## src/rtl/clut_prom_arbiter_if.sv

```systemverilog
// Bus bundle for clut_prom_arbiter.
// Groups the video lookup path, the loader/debug port, the overrun flag and both
// colour PROM memory buses (3R: 8-bit red/green, 3S: 4-bit blue).
//   slave  : arbiter view (takes requests, drives the PROM buses)
//   master : environment view (video generator, loader, PROM memories)
interface clut_prom_arbiter_if #(
  parameter int unsigned ADDR_W = 9
) ();
  // Video lookup path
  logic              pix_en;
  logic [ADDR_W-1:0] vid_addr;
  logic [7:0]        vid_r_data;
  logic [3:0]        vid_s_data;
  logic              vid_valid;
  logic              blank;
  // Loader / debug port
  logic              ld_req;
  logic              ld_we;
  logic              ld_sel;
  logic [ADDR_W-1:0] ld_addr;
  logic [7:0]        ld_wdata;
  logic              ld_ack;
  logic [7:0]        ld_rdata;
  // Status
  logic              vid_overrun;
  logic              overrun_clr;
  // PROM 3R
  logic [ADDR_W-1:0] prom_3r_addr;
  logic [7:0]        prom_3r_data;
  logic [7:0]        prom_3r_wdata;
  logic              prom_3r_we;
  logic              prom_3r_ce;
  // PROM 3S
  logic [ADDR_W-1:0] prom_3s_addr;
  logic [3:0]        prom_3s_data;
  logic [3:0]        prom_3s_wdata;
  logic              prom_3s_we;
  logic              prom_3s_ce;

  modport slave (
    input  pix_en, vid_addr, blank, ld_req, ld_we, ld_sel, ld_addr, ld_wdata, overrun_clr,
           prom_3r_data, prom_3s_data,
    output vid_r_data, vid_s_data, vid_valid, ld_ack, ld_rdata, vid_overrun,
           prom_3r_addr, prom_3r_wdata, prom_3r_we, prom_3r_ce,
           prom_3s_addr, prom_3s_wdata, prom_3s_we, prom_3s_ce
  );

  modport master (
    output pix_en, vid_addr, blank, ld_req, ld_we, ld_sel, ld_addr, ld_wdata, overrun_clr,
           prom_3r_data, prom_3s_data,
    input  vid_r_data, vid_s_data, vid_valid, ld_ack, ld_rdata, vid_overrun,
           prom_3r_addr, prom_3r_wdata, prom_3r_we, prom_3r_ce,
           prom_3s_addr, prom_3s_wdata, prom_3s_we, prom_3s_ce
  );
endinterface

```

## src/rtl/clut_prom_arbiter.sv

```systemverilog
// clut_prom_arbiter: shares the 3R/3S colour PROM RAMs between the 6 MHz video
// lookup path (absolute priority) and a runtime loader/debug port.
// Ports:
//   CLK_48M : master clock
//   reset   : asynchronous, active-high
//   bus_io  : clut_prom_arbiter_if.slave (video path, loader port, overrun flag,
//             PROM 3R/3S memory buses)
// Build option: define CLUT_ARB_BLANK_ONLY_EN to grant the loader only while
// blank = 1; by default blank is ignored.
module clut_prom_arbiter #(
  parameter int unsigned ADDR_W = 9
) (
  input logic                  CLK_48M,
  input logic                  reset,
  clut_prom_arbiter_if.slave   bus_io
);

  typedef enum logic [2:0] {StIdle, StVidRd, StVidCap, StLdAcc, StLdWait} state_e;

  state_e            state_q, state_d;
  logic [ADDR_W-1:0] vaddr_q, vaddr_d;
  logic              vid_pend_q, vid_pend_d;
  logic [ADDR_W-1:0] laddr_q, laddr_d;
  logic              lsel_q, lsel_d;
  logic              lwe_q, lwe_d;
  logic [7:0]        lwdata_q, lwdata_d;
  logic [7:0]        vid_r_q, vid_r_d;
  logic [3:0]        vid_s_q, vid_s_d;
  logic              vid_valid_q, vid_valid_d;
  logic              ld_ack_q, ld_ack_d;
  logic [7:0]        ld_rdata_q, ld_rdata_d;
  logic              overrun_q, overrun_d;
  logic [ADDR_W-1:0] addr_3r_q, addr_3r_d;
  logic [ADDR_W-1:0] addr_3s_q, addr_3s_d;
  logic              overrun_set;
  logic              ld_grant_ok;

`ifdef CLUT_ARB_BLANK_ONLY_EN
  assign ld_grant_ok = bus_io.blank;
`else
  logic unused_blank;
  assign unused_blank = bus_io.blank;
  assign ld_grant_ok  = 1'b1;
`endif

  always_comb begin
    state_d     = state_q;
    vaddr_d     = vaddr_q;
    vid_pend_d  = vid_pend_q;
    laddr_d     = laddr_q;
    lsel_d      = lsel_q;
    lwe_d       = lwe_q;
    lwdata_d    = lwdata_q;
    vid_r_d     = vid_r_q;
    vid_s_d     = vid_s_q;
    vid_valid_d = 1'b0;
    ld_ack_d    = 1'b0;
    ld_rdata_d  = ld_rdata_q;
    overrun_set = 1'b0;

    unique case (state_q)
      StIdle: begin
        if (vid_pend_q) begin
          state_d    = StVidRd;
          vid_pend_d = 1'b0;
          overrun_set = bus_io.pix_en;
        end else if (bus_io.pix_en) begin
          vaddr_d = bus_io.vid_addr;
          state_d = StVidRd;
        end else if (bus_io.ld_req && !ld_ack_q && ld_grant_ok) begin
          // ld_ack_q blocks re-granting a request still held in its ack cycle
          laddr_d  = bus_io.ld_addr;
          lsel_d   = bus_io.ld_sel;
          lwe_d    = bus_io.ld_we;
          lwdata_d = bus_io.ld_wdata;
          state_d  = StLdAcc;
        end
      end
      StVidRd: begin
        overrun_set = bus_io.pix_en;
        state_d     = StVidCap;
      end
      StVidCap: begin
        overrun_set = bus_io.pix_en;
        vid_r_d     = bus_io.prom_3r_data;
        vid_s_d     = bus_io.prom_3s_data;
        vid_valid_d = 1'b1;
        state_d     = StIdle;
      end
      StLdAcc, StLdWait: begin
        // Loader access is never aborted; a strobe is parked and served next
        if (bus_io.pix_en) begin
          if (vid_pend_q) begin
            overrun_set = 1'b1;
          end else begin
            vaddr_d    = bus_io.vid_addr;
            vid_pend_d = 1'b1;
          end
        end
        if (state_q == StLdAcc) begin
          state_d = StLdWait;
        end else begin
          if (!lwe_q) begin
            ld_rdata_d = lsel_q ? {4'b0000, bus_io.prom_3s_data} : bus_io.prom_3r_data;
          end
          ld_ack_d = 1'b1;
          state_d  = StIdle;
        end
      end
      default: state_d = StIdle;
    endcase

    overrun_d = overrun_set | (overrun_q & ~bus_io.overrun_clr);
  end

  // Address buses hold their last driven value outside the access states
  always_comb begin
    addr_3r_d = addr_3r_q;
    addr_3s_d = addr_3s_q;
    if (state_q == StVidRd) begin
      addr_3r_d = vaddr_q;
      addr_3s_d = vaddr_q;
    end else if (state_q == StLdAcc) begin
      if (lsel_q) addr_3s_d = laddr_q;
      else        addr_3r_d = laddr_q;
    end
  end

  always_ff @(posedge CLK_48M or posedge reset) begin
    if (reset) begin
      state_q     <= StIdle;
      vaddr_q     <= '0;
      vid_pend_q  <= 1'b0;
      laddr_q     <= '0;
      lsel_q      <= 1'b0;
      lwe_q       <= 1'b0;
      lwdata_q    <= '0;
      vid_r_q     <= '0;
      vid_s_q     <= '0;
      vid_valid_q <= 1'b0;
      ld_ack_q    <= 1'b0;
      ld_rdata_q  <= '0;
      overrun_q   <= 1'b0;
      addr_3r_q   <= '0;
      addr_3s_q   <= '0;
    end else begin
      state_q     <= state_d;
      vaddr_q     <= vaddr_d;
      vid_pend_q  <= vid_pend_d;
      laddr_q     <= laddr_d;
      lsel_q      <= lsel_d;
      lwe_q       <= lwe_d;
      lwdata_q    <= lwdata_d;
      vid_r_q     <= vid_r_d;
      vid_s_q     <= vid_s_d;
      vid_valid_q <= vid_valid_d;
      ld_ack_q    <= ld_ack_d;
      ld_rdata_q  <= ld_rdata_d;
      overrun_q   <= overrun_d;
      addr_3r_q   <= addr_3r_d;
      addr_3s_q   <= addr_3s_d;
    end
  end

  // ce/we decode from registered state only, so reset drops them immediately
  assign bus_io.prom_3r_ce    = (state_q == StVidRd) || (state_q == StLdAcc && !lsel_q);
  assign bus_io.prom_3s_ce    = (state_q == StVidRd) || (state_q == StLdAcc && lsel_q);
  assign bus_io.prom_3r_we    = (state_q == StLdAcc) && !lsel_q && lwe_q;
  assign bus_io.prom_3s_we    = (state_q == StLdAcc) && lsel_q && lwe_q;
  assign bus_io.prom_3r_addr  = addr_3r_d;
  assign bus_io.prom_3s_addr  = addr_3s_d;
  assign bus_io.prom_3r_wdata = lwdata_q;
  assign bus_io.prom_3s_wdata = lwdata_q[3:0];

  assign bus_io.vid_r_data  = vid_r_q;
  assign bus_io.vid_s_data  = vid_s_q;
  assign bus_io.vid_valid   = vid_valid_q;
  assign bus_io.ld_ack      = ld_ack_q;
  assign bus_io.ld_rdata    = ld_rdata_q;
  assign bus_io.vid_overrun = overrun_q;

endmodule

```

## src/flat_wrapper.sv

```systemverilog
// flat-port wrapper written by rule: the top's interface ports become plain ports
module clut_prom_arbiter_flat 
#(
  parameter int unsigned ADDR_W = 9
)
  (CLK_48M, reset, bus_io_pix_en, bus_io_vid_addr, bus_io_blank, bus_io_ld_req, bus_io_ld_we, bus_io_ld_sel, bus_io_ld_addr, bus_io_ld_wdata, bus_io_overrun_clr, bus_io_prom_3r_data, bus_io_prom_3s_data, bus_io_vid_r_data, bus_io_vid_s_data, bus_io_vid_valid, bus_io_ld_ack, bus_io_ld_rdata, bus_io_vid_overrun, bus_io_prom_3r_addr, bus_io_prom_3r_wdata, bus_io_prom_3r_we, bus_io_prom_3r_ce, bus_io_prom_3s_addr, bus_io_prom_3s_wdata, bus_io_prom_3s_we, bus_io_prom_3s_ce);
  clut_prom_arbiter_if #(.ADDR_W(ADDR_W)) bus_io_i ();
  input logic CLK_48M;
  input logic reset;
  input wire logic [$bits(bus_io_i.pix_en)-1:0] bus_io_pix_en;
  input wire logic [$bits(bus_io_i.vid_addr)-1:0] bus_io_vid_addr;
  input wire logic [$bits(bus_io_i.blank)-1:0] bus_io_blank;
  input wire logic [$bits(bus_io_i.ld_req)-1:0] bus_io_ld_req;
  input wire logic [$bits(bus_io_i.ld_we)-1:0] bus_io_ld_we;
  input wire logic [$bits(bus_io_i.ld_sel)-1:0] bus_io_ld_sel;
  input wire logic [$bits(bus_io_i.ld_addr)-1:0] bus_io_ld_addr;
  input wire logic [$bits(bus_io_i.ld_wdata)-1:0] bus_io_ld_wdata;
  input wire logic [$bits(bus_io_i.overrun_clr)-1:0] bus_io_overrun_clr;
  input wire logic [$bits(bus_io_i.prom_3r_data)-1:0] bus_io_prom_3r_data;
  input wire logic [$bits(bus_io_i.prom_3s_data)-1:0] bus_io_prom_3s_data;
  output wire logic [$bits(bus_io_i.vid_r_data)-1:0] bus_io_vid_r_data;
  output wire logic [$bits(bus_io_i.vid_s_data)-1:0] bus_io_vid_s_data;
  output wire logic [$bits(bus_io_i.vid_valid)-1:0] bus_io_vid_valid;
  output wire logic [$bits(bus_io_i.ld_ack)-1:0] bus_io_ld_ack;
  output wire logic [$bits(bus_io_i.ld_rdata)-1:0] bus_io_ld_rdata;
  output wire logic [$bits(bus_io_i.vid_overrun)-1:0] bus_io_vid_overrun;
  output wire logic [$bits(bus_io_i.prom_3r_addr)-1:0] bus_io_prom_3r_addr;
  output wire logic [$bits(bus_io_i.prom_3r_wdata)-1:0] bus_io_prom_3r_wdata;
  output wire logic [$bits(bus_io_i.prom_3r_we)-1:0] bus_io_prom_3r_we;
  output wire logic [$bits(bus_io_i.prom_3r_ce)-1:0] bus_io_prom_3r_ce;
  output wire logic [$bits(bus_io_i.prom_3s_addr)-1:0] bus_io_prom_3s_addr;
  output wire logic [$bits(bus_io_i.prom_3s_wdata)-1:0] bus_io_prom_3s_wdata;
  output wire logic [$bits(bus_io_i.prom_3s_we)-1:0] bus_io_prom_3s_we;
  output wire logic [$bits(bus_io_i.prom_3s_ce)-1:0] bus_io_prom_3s_ce;
  assign bus_io_i.pix_en = bus_io_pix_en;
  assign bus_io_i.vid_addr = bus_io_vid_addr;
  assign bus_io_i.blank = bus_io_blank;
  assign bus_io_i.ld_req = bus_io_ld_req;
  assign bus_io_i.ld_we = bus_io_ld_we;
  assign bus_io_i.ld_sel = bus_io_ld_sel;
  assign bus_io_i.ld_addr = bus_io_ld_addr;
  assign bus_io_i.ld_wdata = bus_io_ld_wdata;
  assign bus_io_i.overrun_clr = bus_io_overrun_clr;
  assign bus_io_i.prom_3r_data = bus_io_prom_3r_data;
  assign bus_io_i.prom_3s_data = bus_io_prom_3s_data;
  assign bus_io_vid_r_data = bus_io_i.vid_r_data;
  assign bus_io_vid_s_data = bus_io_i.vid_s_data;
  assign bus_io_vid_valid = bus_io_i.vid_valid;
  assign bus_io_ld_ack = bus_io_i.ld_ack;
  assign bus_io_ld_rdata = bus_io_i.ld_rdata;
  assign bus_io_vid_overrun = bus_io_i.vid_overrun;
  assign bus_io_prom_3r_addr = bus_io_i.prom_3r_addr;
  assign bus_io_prom_3r_wdata = bus_io_i.prom_3r_wdata;
  assign bus_io_prom_3r_we = bus_io_i.prom_3r_we;
  assign bus_io_prom_3r_ce = bus_io_i.prom_3r_ce;
  assign bus_io_prom_3s_addr = bus_io_i.prom_3s_addr;
  assign bus_io_prom_3s_wdata = bus_io_i.prom_3s_wdata;
  assign bus_io_prom_3s_we = bus_io_i.prom_3s_we;
  assign bus_io_prom_3s_ce = bus_io_i.prom_3s_ce;
  clut_prom_arbiter #(.ADDR_W(ADDR_W)) u_core (.CLK_48M(CLK_48M), .reset(reset), .bus_io(bus_io_i));
endmodule
```

## config.mk

```make
export PLATFORM = sky130hd
export DESIGN_NAME = clut_prom_arbiter_flat
export DESIGN_NICKNAME = d
export VERILOG_FILES = /design/src/rtl/clut_prom_arbiter_if.sv /design/src/rtl/clut_prom_arbiter.sv /design/src/flat_wrapper.sv
export SDC_FILE = /design/constraint.sdc
export NUM_CORES = 1
export LEC_CHECK = 0
export ABC_CLOCK_PERIOD_IN_PS = 3240
export CORE_MARGIN = 2
export CORE_UTILIZATION = 46
export DETAILED_ROUTE_END_ITERATION = 8
export PLACE_DENSITY = 0.81
export SETUP_SLACK_MARGIN = 0.1
export SYNTH_ARGS = -nofsm -noshare
export SYNTH_HDL_FRONTEND = slang
export SYNTH_SLANG_ARGS = --single-unit
```

## constraint.sdc

```tcl
create_clock -name CLK_48M -period 3.24 [get_ports CLK_48M]
set_input_delay 0.648 -clock CLK_48M [delete_from_list [all_inputs] [get_ports CLK_48M]]
set_output_delay 0.648 -clock CLK_48M [all_outputs]
set_load 0.02 [all_outputs]
```

==> impl_metrics.py <==
metrics = {
    "status": {
        "outcome": "finished, final reports clean",
    },
    "worst_hold_path": {
        "hold_depth": 1,
        "hold_class": "reg -> reg",
    },
    "routing": {
        "drt_iter0_drc": 101,
        "ant_nets": 0,
        "firstDrtPassIters": 4,
        "vias": 2385,
        "via_per_inst": 5.534,
        "finalWirelength_um": 7486,
        "wire_per_inst_um": 17.37,
        "drc": 0,
    },
    "layout": {
        "fin_area_um2": 4493,
        "diodes": 0,
        "layout_common_cells": "clkdlybuf4s50_1 (101), dfrtp_1 (73), o22ai_1 (34)",
        "fillers": 511,
        "nets": 393,
        "drive_gt1_share_pct": 19.94,
        "layout_commonest_cell": "clkdlybuf4s50_1",
        "area_growth_syn_to_layout_pct": 40.33,
    },
    "clock_network": {
        "clk_pin_slew_ns": 0.08,
        "cts.sinks": 73,
        "postCtsSetupRepairBufs": 0,
        "numCtsBuffers": 9,
        "cts.htree.levels": 3,
        "cts.root.buffer_cell": "clkbuf_8",
        "clockBufferDepth": 2,
        "cts_tree": "yes",
        "clock_latency_ns": 0.34,
    },
    "synthesis": {
        "yosysSeqAreaShare_pct": 57.05,
        "ys_ff_latch": 73,
        "syn_inst": 248,
        "syn_area_um2": 3202,
        "yosysWarnings": 0,
        "synth_fp_nets": 294,
        "synthDominantCellAreaShare_pct": 57.05,
        "synth_cell_type_count": 36,
        "yosys-top-cells-area": "dfrtp_1 (57%), mux2_2 (10%), o22ai_1 (6.6%)",
        "yosysTopAreaCell": "dfrtp_1",
        "synth_area_per_cell_um2": 12.91,
    },
    "place": {
        "dpl.hpwl_um": 5094,
        "routabilityCongestion": 0.7754,
        "numPortBuffers": 101,
        "place_area_um2": 4234,
        "dpl_worst_slack_ns": 0.4572,
    },
    "worst_setup_path": {
        "cp.arrival_ns": 2.37,
        "end_kind": "primary output",
        "r2r_cells": 3,
        "cp.required_ns": 2.59,
        "startpoint_type": "register",
        "worstPathMaxFanout": 12,
        "setup.worst_path.end": "bus_io_prom_3r_addr[1]",
        "worstReg2RegStart": "u_core.state_q[1]$_DFFE_PP0P_",
        "timing.rr.end": "u_core.bus_io.vid_s_data[1]$_DFFE_PP0P_",
        "worstSetupPathType": "reg -> out",
        "startpoint": "u_core.lsel_q$_DFFE_PP0P_",
        "r2r_slack_ns": 1.20,
    },
    "power_and_ir_drop": {
        "power_density_nw_per_um2": 1228,
        "p_switching_uw": 2112,
        "switching_share_pct": 38.27,
        "vdd_drop_max_mv": 0.7337,
        "clockPowerShare_pct": 16.7,
        "power_frac_seq_pct": 30.9,
        "total_leakage_power_uw": 0.001888,
        "pwr-share-comb_pct": 52.4,
        "p_int_uw": 3407,
        "power_uw": 5520,
    },
    "sta": {
        "report.final.setup_viol": 0,
        "period_share_pct": 93.17,
        "setup-tns-final_ns": 0,
        "fmax_ghz": 0.3313,
        "rsz0062_at_grt": "no",
        "min_period_ns": 3.019,
        "whs_ns": 0.4932,
        "slew_viol_final": 0,
        "worst_clock_skew_ns": 0.007685,
        "slew_headroom_pct": 48.72,
        "fin_ws_ns": 0.2213,
        "worst-slew-pin-transition_ns": 0.7659,
        "hold_viol_final": 0,
    },
    "die": {
        "ioPinCount": 103,
        "core_um2": 6756,
        "die_y_um": 87.43,
        "initial_core_util_pct": 47.39,
        "fp.dieW_um": 87.43,
        "die_area_um2": 7644,
        "rows": 30,
    },
    "global_route": {
        "grt_pass1_vias": 2288,
        "grt_pass1_wl_um": 11740,
        "antenna_found_initial": 0,
        "gr-total-overflow": 0,
        "grt_max_degree": 49,
        "grt_use_total_pct": 20.08,
    },
    "run": {
        "max-cap-violations": 0,
    },
}
layout make-up:
class                   count  area, µm²  share of cell area (%)
flip-flops and latches     73       1827                   40.66
clock buffers              10      127.6                   2.840
inverters                   8      30.03                  0.6683
multi-input cells         147       1204                   26.79
well taps                  80      100.1                   2.228
repair buffers            108       1076                   23.95
clock inverters             5      128.9                   2.868
cells in the mapped netlist (all sizes together):
| library cell | count |
|---|---|
| dfrtp | 73 |
| nor3b | 1 |
| inv | 8 |
| a21oi | 23 |
| nor3 | 2 |
| o31ai | 2 |
| clkbuf | 4 |
| or3b | 2 |
| o22ai | 34 |
| o211ai | 1 |
| or2 | 1 |
| nor2 | 8 |
| buf | 16 |
| nand2 | 4 |
| nor4b | 2 |
| o31a | 1 |
| nand2b | 2 |
| o21ai | 5 |
| and2 | 1 |
| o311ai | 1 |
| mux2 | 40 |
| and3b | 1 |
| nand3b | 1 |
| o21a | 1 |
| a2bb2oi | 1 |
| and3 | 1 |
| mux2i | 4 |
| nor2b | 4 |
| nand3 | 4 |
worst min path at each step:
| stage | startpoint | to | slack, ns |
|---|---|---|---|
| after floorplan | u_core.vaddr_q[7]$_DFFE_PP0P_ | u_core.vaddr_q[7]$_DFFE_PP0P_ | 0.50 |
| after global placement | u_core.bus_io.vid_r_data[7]$_DFFE_PP0P_ | u_core.bus_io.vid_r_data[7]$_DFFE_PP0P_ | 0.47 |
| after detailed placement | u_core.bus_io.vid_r_data[7]$_DFFE_PP0P_ | u_core.bus_io.vid_r_data[7]$_DFFE_PP0P_ | 0.48 |
| after CTS | u_core.bus_io.vid_r_data[7]$_DFFE_PP0P_ | u_core.bus_io.vid_r_data[7]$_DFFE_PP0P_ | 0.49 |
| after global routing | u_core.bus_io.vid_r_data[7]$_DFFE_PP0P_ | u_core.bus_io.vid_r_data[7]$_DFFE_PP0P_ | 0.52 |
| final | u_core.bus_io.vid_r_data[7]$_DFFE_PP0P_ | u_core.bus_io.vid_r_data[7]$_DFFE_PP0P_ | 0.49 |
layer usage:
metal	GRT usage [%]	part of all wire (%)	up-vias
met3	3.886	4.8	13
met2	31.82	49	90
met4	7.692	1.5	0
li1	-	-	1097
met1	27.39	44	1185
met5	0	0	-
worst max-delay path: stages (launching register included):
cell	delay [ns]
dfrtp_1	0.52
or3b_2	0.65
o22ai_1	0.20
a21oi_1	0.11
clkdlybuf4s50_1	0.56
power by group through the flow:
| stage | clock, µW | sequential (µW) | combinational [µW] |
|---|---|---|---|
| CTS | 930 | 1690 | 2910 |
| detailed placement | 0 | 1710 | 2880 |
| global placement | 0 | 1680 | 2830 |
| global route | 978 | 1750 | 3080 |
| finish | 920 | 1710 | 2890 |
| floorplan | 0 | 1860 | 1580 |
per-stage QoR:
stage               util, %  std cells
floorplan                 -        248
global placement      62.67        416
detailed placement    62.67        416
CTS                   66.50        431
global route          66.50        431
finish                66.50        431
registers in the layout (all words and copies together) (netlist names), 4 cells and up:
register and flops:
u_core.addr_3r_q 9, u_core.bus_io.vid_s_data 4, u_core.addr_3s_q 9, u_core.bus_io.vid_r_data 8, u_core.vaddr_q 9, u_core.laddr_q 9, u_core.bus_io.ld_rdata 8, u_core.bus_io.prom_3r_wdata 8
cell families after synthesis:
family	share of synthesized area (%)
multiplexers	16.49
buffers and inverters	5.432
flip-flops	57.05
AO/OA/AOI/OAI	13.21
AND/OR/NAND/NOR	7.816
timing repair:
action | CTS | global route
hold buffers | 0 | 0
setup endpoints to repair | 4 | 0
gates resized for setup | 1 | 0
(Power assumes the default switching activity.)
